File: src/rtl/regfile_clr.sv
`default_nettype none
// +--------------------------------------------------------------------------+
// | Module      : regfile_clr                                                |
// | Description : Integer register file, 2**AW entries of XLEN bits, with    |
// |               two combinational read ports, one synchronous write port,  |
// |               optional hardwired-zero entry 0 and a reset-triggered      |
// |               clear sweep that zeroes every entry one per cycle.         |
// | Ports       : clk  - clock, all state updates on rising edge             |
// |               rst  - synchronous active-high reset, restarts the sweep   |
// |               we   - write enable                                        |
// |               a1   - read address, port 1    rd1 - read data, port 1     |
// |               a2   - read address, port 2    rd2 - read data, port 2     |
// |               a3   - write address           wd3 - write data            |
// |               busy - clear sweep in progress (reads 0, writes dropped)   |
// | Options     : REGFILE_BYPASS_EN - when defined, a write in READY is      |
// |               forwarded to a read port addressing the same entry in the  |
// |               same cycle (write-first). Undefined: read-first.           |
// | Revision    : 1.0 - initial release                                      |
// +--------------------------------------------------------------------------+
module regfile_clr #(
   parameter int XLEN     = 32,
   parameter int AW       = 5,
   parameter int ZERO_REG = 1
) (
   input  logic            clk,
   input  logic            rst,
   input  logic            we,
   input  logic [AW-1:0]   a1,
   input  logic [AW-1:0]   a2,
   input  logic [AW-1:0]   a3,
   input  logic [XLEN-1:0] wd3,
   output logic [XLEN-1:0] rd1,
   output logic [XLEN-1:0] rd2,
   output logic            busy
);

   localparam int          NREGS      = 2 ** AW;
   localparam logic [AW-1:0] c_LAST_IDX = '1;

`ifdef REGFILE_BYPASS_EN
   localparam logic c_BYPASS = 1'b1;
`else
   localparam logic c_BYPASS = 1'b0;
`endif

   typedef enum logic [0:0] {
      S_CLEAR = 1'b0,
      S_READY = 1'b1
   } state_t;

   state_t            r_state;
   state_t            w_state_nxt;
   logic [AW-1:0]     r_clr_idx;
   logic [XLEN-1:0]   r_mem [NREGS];
   logic              w_wr_ok;
   logic [AW-1:0]     w_raddr [2];
   logic [XLEN-1:0]   w_rdata [2];

   // A write is architecturally visible only outside the sweep and never to
   // the hardwired-zero entry.
   assign w_wr_ok = we && (r_state == S_READY) &&
                    !((ZERO_REG != 0) && (a3 == '0));

   // ------------------------------------------------------------------ FSM
   always_ff @(posedge clk) begin
      if (rst) begin
         r_state   <= S_CLEAR;
         r_clr_idx <= '0;
      end else begin
         r_state <= w_state_nxt;
         if (r_state == S_CLEAR) begin
            r_clr_idx <= r_clr_idx + 1'b1;
         end
      end
   end

   always_comb begin
      w_state_nxt = r_state;
      case (r_state)
         S_CLEAR: if (r_clr_idx == c_LAST_IDX) w_state_nxt = S_READY;
         S_READY: w_state_nxt = S_READY;
         default: w_state_nxt = S_CLEAR;
      endcase
   end

   assign busy = (r_state == S_CLEAR);

   // -------------------------------------------------------------- storage
   // Reset itself leaves the array alone; the sweep that follows zeroes it.
   always_ff @(posedge clk) begin
      if (!rst) begin
         if (r_state == S_CLEAR) begin
            r_mem[r_clr_idx] <= '0;
         end else if (w_wr_ok) begin
            r_mem[a3] <= wd3;
         end
      end
   end

   // ----------------------------------------------------------- read ports
   assign w_raddr[0] = a1;
   assign w_raddr[1] = a2;

   for (genvar gi = 0; gi < 2; gi++) begin : g_rd_port
      always_comb begin
         w_rdata[gi] = '0;
         if (r_state == S_READY) begin
            if ((ZERO_REG != 0) && (w_raddr[gi] == '0)) begin
               w_rdata[gi] = '0;
            end else if (c_BYPASS && w_wr_ok && (w_raddr[gi] == a3)) begin
               w_rdata[gi] = wd3;
            end else begin
               w_rdata[gi] = r_mem[w_raddr[gi]];
            end
         end
      end
   end

   assign rd1 = w_rdata[0];
   assign rd2 = w_rdata[1];

endmodule
`default_nettype wire
File: config.mk
export PLATFORM = sky130hd
export DESIGN_NAME = regfile_clr
export DESIGN_NICKNAME = d
export VERILOG_FILES = /design/src/rtl/regfile_clr.sv
export SDC_FILE = /design/constraint.sdc
export NUM_CORES = 1
export LEC_CHECK = 0
export ABC_CLOCK_PERIOD_IN_PS = 4800
export BUFFER_PORTS_ARGS = -buffer_cell sky130_fd_sc_hd__buf_2
export CORE_MARGIN = 5
export CORE_UTILIZATION = 40
export DETAILED_ROUTE_END_ITERATION = 10
export GPL_TIMING_DRIVEN = 1
export PLACE_DENSITY = 0.68
export SKIP_LAST_GASP = 1
export SLEW_MARGIN = 40
export SYNTH_ARGS = -nofsm -noshare
export SYNTH_HDL_FRONTEND = slang
export SYNTH_SLANG_ARGS = --single-unit
File: constraint.sdc
create_clock -name clk -period 4.8 [get_ports clk]
set_clock_uncertainty 0.1 [all_clocks]
set_input_delay 0.24 -clock clk [delete_from_list [all_inputs] [get_ports clk]]
set_output_delay 0.24 -clock clk [all_outputs]
set_load 0.01 [all_outputs]
### Word-level counts from Yosys, hierarchy flattened

Memory sizes are Yosys's and may differ from the RTL's.
Index checks and enable logic that the tools add are counted.

* bits in registers: 6
* bits in writable memories: 1024
* bits of input ports: 50
* output and inout port bits: 65
* word-level logic and storage cells: 29
* memories: 1

* $add $sub $neg: 1
* eq/ne operators: 1
* mux-type cells: 16
* bitwise operators: 1
* reductions and logical operators: 7

Memories
* r_mem: words 32, bits a word 32, read ports 2, clocked after memory_dff 0, wr ports 1, line 54 `logic [XLEN-1:0] r_mem [NREGS];`

Operators with widths (count)
* 32-bit two-way mux: 5
* 32-bit OR reduction: 1
* 5-bit zero test: 3
* 1-bit two-way mux: 9
* 5-bit by 1-bit adder with 5-bit output, second input constant: 1
* 5-bit equality test, second input constant: 1
* 5-bit two-way mux: 1
* 1-bit logical AND: 2
* 1-bit case mux with 2 select lines: 1
* 1-bit zero test: 1
* 1-bit inverter: 1

### Depth between registers and ports, before layout

* depth after elaboration: 9
* depth in mapped cells: 8
* mapped depth without buffers: 5

### Worst setup path after synthesis

Ideal clock, no wire load.

* path type: register to register
* from: register r_state
* to: memory r_mem[0][0] (enable)
* setup time: 501 ps
* data arrival time: 4569 ps
* required time: 4199 ps
* path slack: -370 ps
* cell stages (with the launch flop): 5
* buffers on the path: 0
* period minus slack after synthesis: 5170 ps
* cells stage by stage: dfxtp_1 > nand2_1 > a211oi_4 > mux2_2 > nor4_1

* word-level cells in the longest chain between the ends: 8
* elaborated cells between the ends (all ways): 12
* those cells by class: mux (9); reduce/logical (3)

RTL lines
* start, declared: line 51 `state_t r_state;`
* start signal, assigned: line 70 `r_state <= w_state_nxt;`
* 1-bit logical AND (2 in series): line 61 `assign w_wr_ok = we && (r_state == S_READY) &&`
* 1-bit two-way mux: line 94 `end else if (w_wr_ok) begin`
* 1-bit two-way mux: line 92 `if (r_state == S_CLEAR) begin`
* 1-bit two-way mux: line 91 `if (!rst) begin`
* 1-bit two-way mux (implied by the code): line 95 `r_mem[a3] <= wd3;`
* 32-bit OR reduction (no line)
* 5-bit two-way mux (no line) / 1-bit two-way mux (equally long branches)
* end, declared: line 54

Several ways; a longest one is shown, not always the timed one.

### Worst setup path in the final report

* from: register r_state
* to: output port rd2[30]

* word-level cells in the longest chain between the ends: 1

RTL lines
* 32-bit two-way mux: line 107 `if (r_state == S_READY) begin`
* end, declared: line 33 `output logic [XLEN-1:0] rd2,`

No other way between the ends.

==> impl_metrics.tcl <==
set metrics [dict create \
    p_seq_frac 0.521 \
    vias 29200 \
    final_common_cell "edfxtp_1" \
    die_w_um 354 \
    period_share 0.821 \
    post_cts_buffers 0 \
    vdd.ir_drop.worst_v 0.000285 \
    max-clock-path-buffers 3 \
    synth_ff_type "edfxtp_1" \
    busiest_layer "met2" \
    yosysTopAreaCell "edfxtp_1" \
    syn_to_final_growth_pct 13.5 \
    postLayoutCoreUtil 0.456 \
    synth-seq-area-share 0.652 \
    nNetsFinal 2942 \
    die_height_um 354 \
    outcome "finished clean" \
    drive_above_1_share 0.247 \
    core_area_um2 118000 \
    finalMaxSlewViolations 0 \
    crit_type "reg2out" \
    cts_tree "done" \
    synthMuxAreaShare 0.226 \
    rsz0062_at_grt "false" \
    synthesis.area_um2 47300 \
    slew_headroom 0.393 \
    syn_avg_cell_area_um2 17.1 \
    yosys.area_share.simple 0.0305 \
    stdcell_area_um2 53700 \
    crit_slowest_cell "dfxtp_1" \
    cp.required_ns 4.46 \
    p_per_area_nw_per_um2 352 \
    drc 0 \
    ant_nets 0 \
    portBuffers 114 \
    power_frac_clock 0.427 \
    drt-pass1-iter-count 6 \
    grt_max_degree 116 \
    cp-start-kind "register" \
    synth-xor-area-share 0.000555 \
    p_int_uw 14900 \
    grt_pass1_vias 28800 \
    async_reset_ff_frac 0 \
    power.share.switching 0.213 \
    clk_pin_slew_ns 0.06 \
    routed_wl_mm 144 \
    cts_made_buffers 102 \
    die_area_um2 125000 \
    n_fill_cell 9853 \
    p_leak_uw 0.0169 \
    setup_ws_ns 0.857 \
    endpoint_kind "output pin" \
    finalSetupTns_ns 0 \
    synth_nets 2819 \
    hold_path.class "in2reg" \
    synth_compound_area_frac 0.0693 \
    cts_hold_buf 1 \
    grt_pass1_wl_mm 204 \
    root_buffer "clkbuf_16" \
    worst_slew_pin_slew_ns 0.911 \
    critPathMaxStageDelay_ns 0.79 \
    path_max_fanout 20 \
    gp_congestion 0.824 \
    synth_enable_flop_cells 1024 \
    synth_top_family_by_area "multiplexers" \
    clock-sinks 1030 \
    synth.area.top_cells "edfxtp_1, mux4_2, mux2i_1, a22oi_1, o22ai_1" \
    grt_use_met1 0.305 \
    grt_overflow 0 \
    ys_types 40 \
    fmax_ghz 0.254 \
    critPathArrivalTime_ns 3.60 \
    pwr-share-comb 0.053 \
    grt_util_met3 0.0570 \
    multi_input_area_um2 15800 \
    synth_top_area_frac 0.649 \
    hold_viol 0 \
    cts_repair_resize_count 0 \
    drt_iter0_markers 3649 \
    setup_violations 0 \
    grt_antenna_before_repair 6 \
    synth_fa_ha_area_frac 0.000528 \
    min_period_ns 3.94 \
    post-dp-hpwl_mm 87.9 \
    avgViaCountPerCell 6.47 \
    ioPinCount 115 \
    globalRouteMet2Util 0.350 \
    power.switching_uw 4030 \
    crit_chain "or3b_2 -> buf_4 -> a221oi_1 -> a22oi_1 -> nand4_1 -> buf_2" \
    ff_latch_area_um2 30900 \
    initial_utilization 0.402 \
    ys_ff_latch 1030 \
    clk_latency_ns 0.66 \
    wl_per_cell_um 31.9 \
    rows 126 \
    layout_common_cells "edfxtp_1, mux2i_1, mux4_2, o22ai_1, a22oi_1" \
    htree_levels 3 \
    dpl_cell_area_um2 50300 \
    synthCells 2767 \
    grt_use_total 0.223 \
    cap_violations 0 \
    post-place-ws_ns 1.29 \
    yosys_warnings 0 \
]
cell usage after synthesis, types with 2 or more instances:
library cell and n:
edfxtp_1 1024, nand4_1 63, clkbuf_1 123, ha_1 2, buf_4 3, xor2_1 2, o22ai_1 194, mux2_2 4
a221oi_1 32, inv_1 3, or3b_2 7, nor3_1 27, nand3_1 3, nor2b_1 8, a22oi_1 190, nand2b_1 3
o211ai_1 2, or2_2 2, dfxtp_1 6, buf_2 90, o21ai_0 62, mux4_2 254, and2_1 35, nor3b_1 5
nor2_1 19, nand3b_1 6, nor4_1 10, buf_1 8, nand2_1 75, mux2i_1 495
stage by stage:
stage	hold slack, ns	power [uW]	std cells
5_1_grt	0.118	19400	4509
3_3_place_gp	0.466	11000	4318
6_report	0.113	18900	4510
4_1_cts	0.0768	19000	4508
3_5_place_dp	0.471	11000	4320
2_1_floorplan	0.444	10700	2767
critical path: cells and delay by family (launching register included):
| family | cells | cell delay [ns] |
|---|---|---|
| DFF | 1 | 0.79 |
| and+or+nand+nor | 2 | 1.00 |
| AOI/OAI and AO/OA | 2 | 0.58 |
| buffers and inverters | 2 | 0.55 |
cell type report:
class | count | area share
antenna | 1 | 0.0000466
clock buffer | 124 | 0.0494
clock inverter | 63 | 0.0132
inverter | 3 | 0.000210
multi-input combinational | 1509 | 0.295
sequential | 1030 | 0.574
tap | 1536 | 0.0358
timing repair buffer | 244 | 0.0324
flip-flops by register name, summed over array words and instances, names as in the netlist:
name,cells
r_mem,1024
r_clr_idx,5
r_state,1
logic make-up after synthesis:
family / Yosys count
flops: 1030
mux: 753
compound gates: 483
simple gates: 268
buf+inv: 228
xor+xnor: 3
fa+ha+maj: 2
power groups by stage:
stage	registers, uW	clock network [uW]	logic [uW]
2_1_floorplan	10000	0	666
3_3_place_gp	10000	0	965
3_5_place_dp	10000	0	977
4_1_cts	9840	8140	981
5_1_grt	9840	8540	1030
6_report	9840	8060	992
routing by layer:
| metal | wire length [um] | up-vias | share of wire |
|---|---|---|---|
| met1 | 55900 | 15200 | 0.39 |
| met2 | 66400 | 1785 | 0.46 |
| met4 | 4810 | 6 | 0.033 |
| met5 | 28 | - | 0.00019 |
| met3 | 16900 | 260 | 0.12 |
| li1 | - | 11900 | - |
path summary, 6_finish.rpt:
check | cells after the start | slack [ns] | start | endpoint
max | 6 | 0.86 | r_state | rd2[30]
min reg2reg | 2 | 0.51 | r_clr_idx[0] | r_clr_idx[0]
min | 2 | 0.11 | wd3[5] | r_mem[29][5]
max reg2reg | 6 | 1.22 | r_state | r_mem[17][3]
No activity file was read; power rests on OpenSTA's default activity.
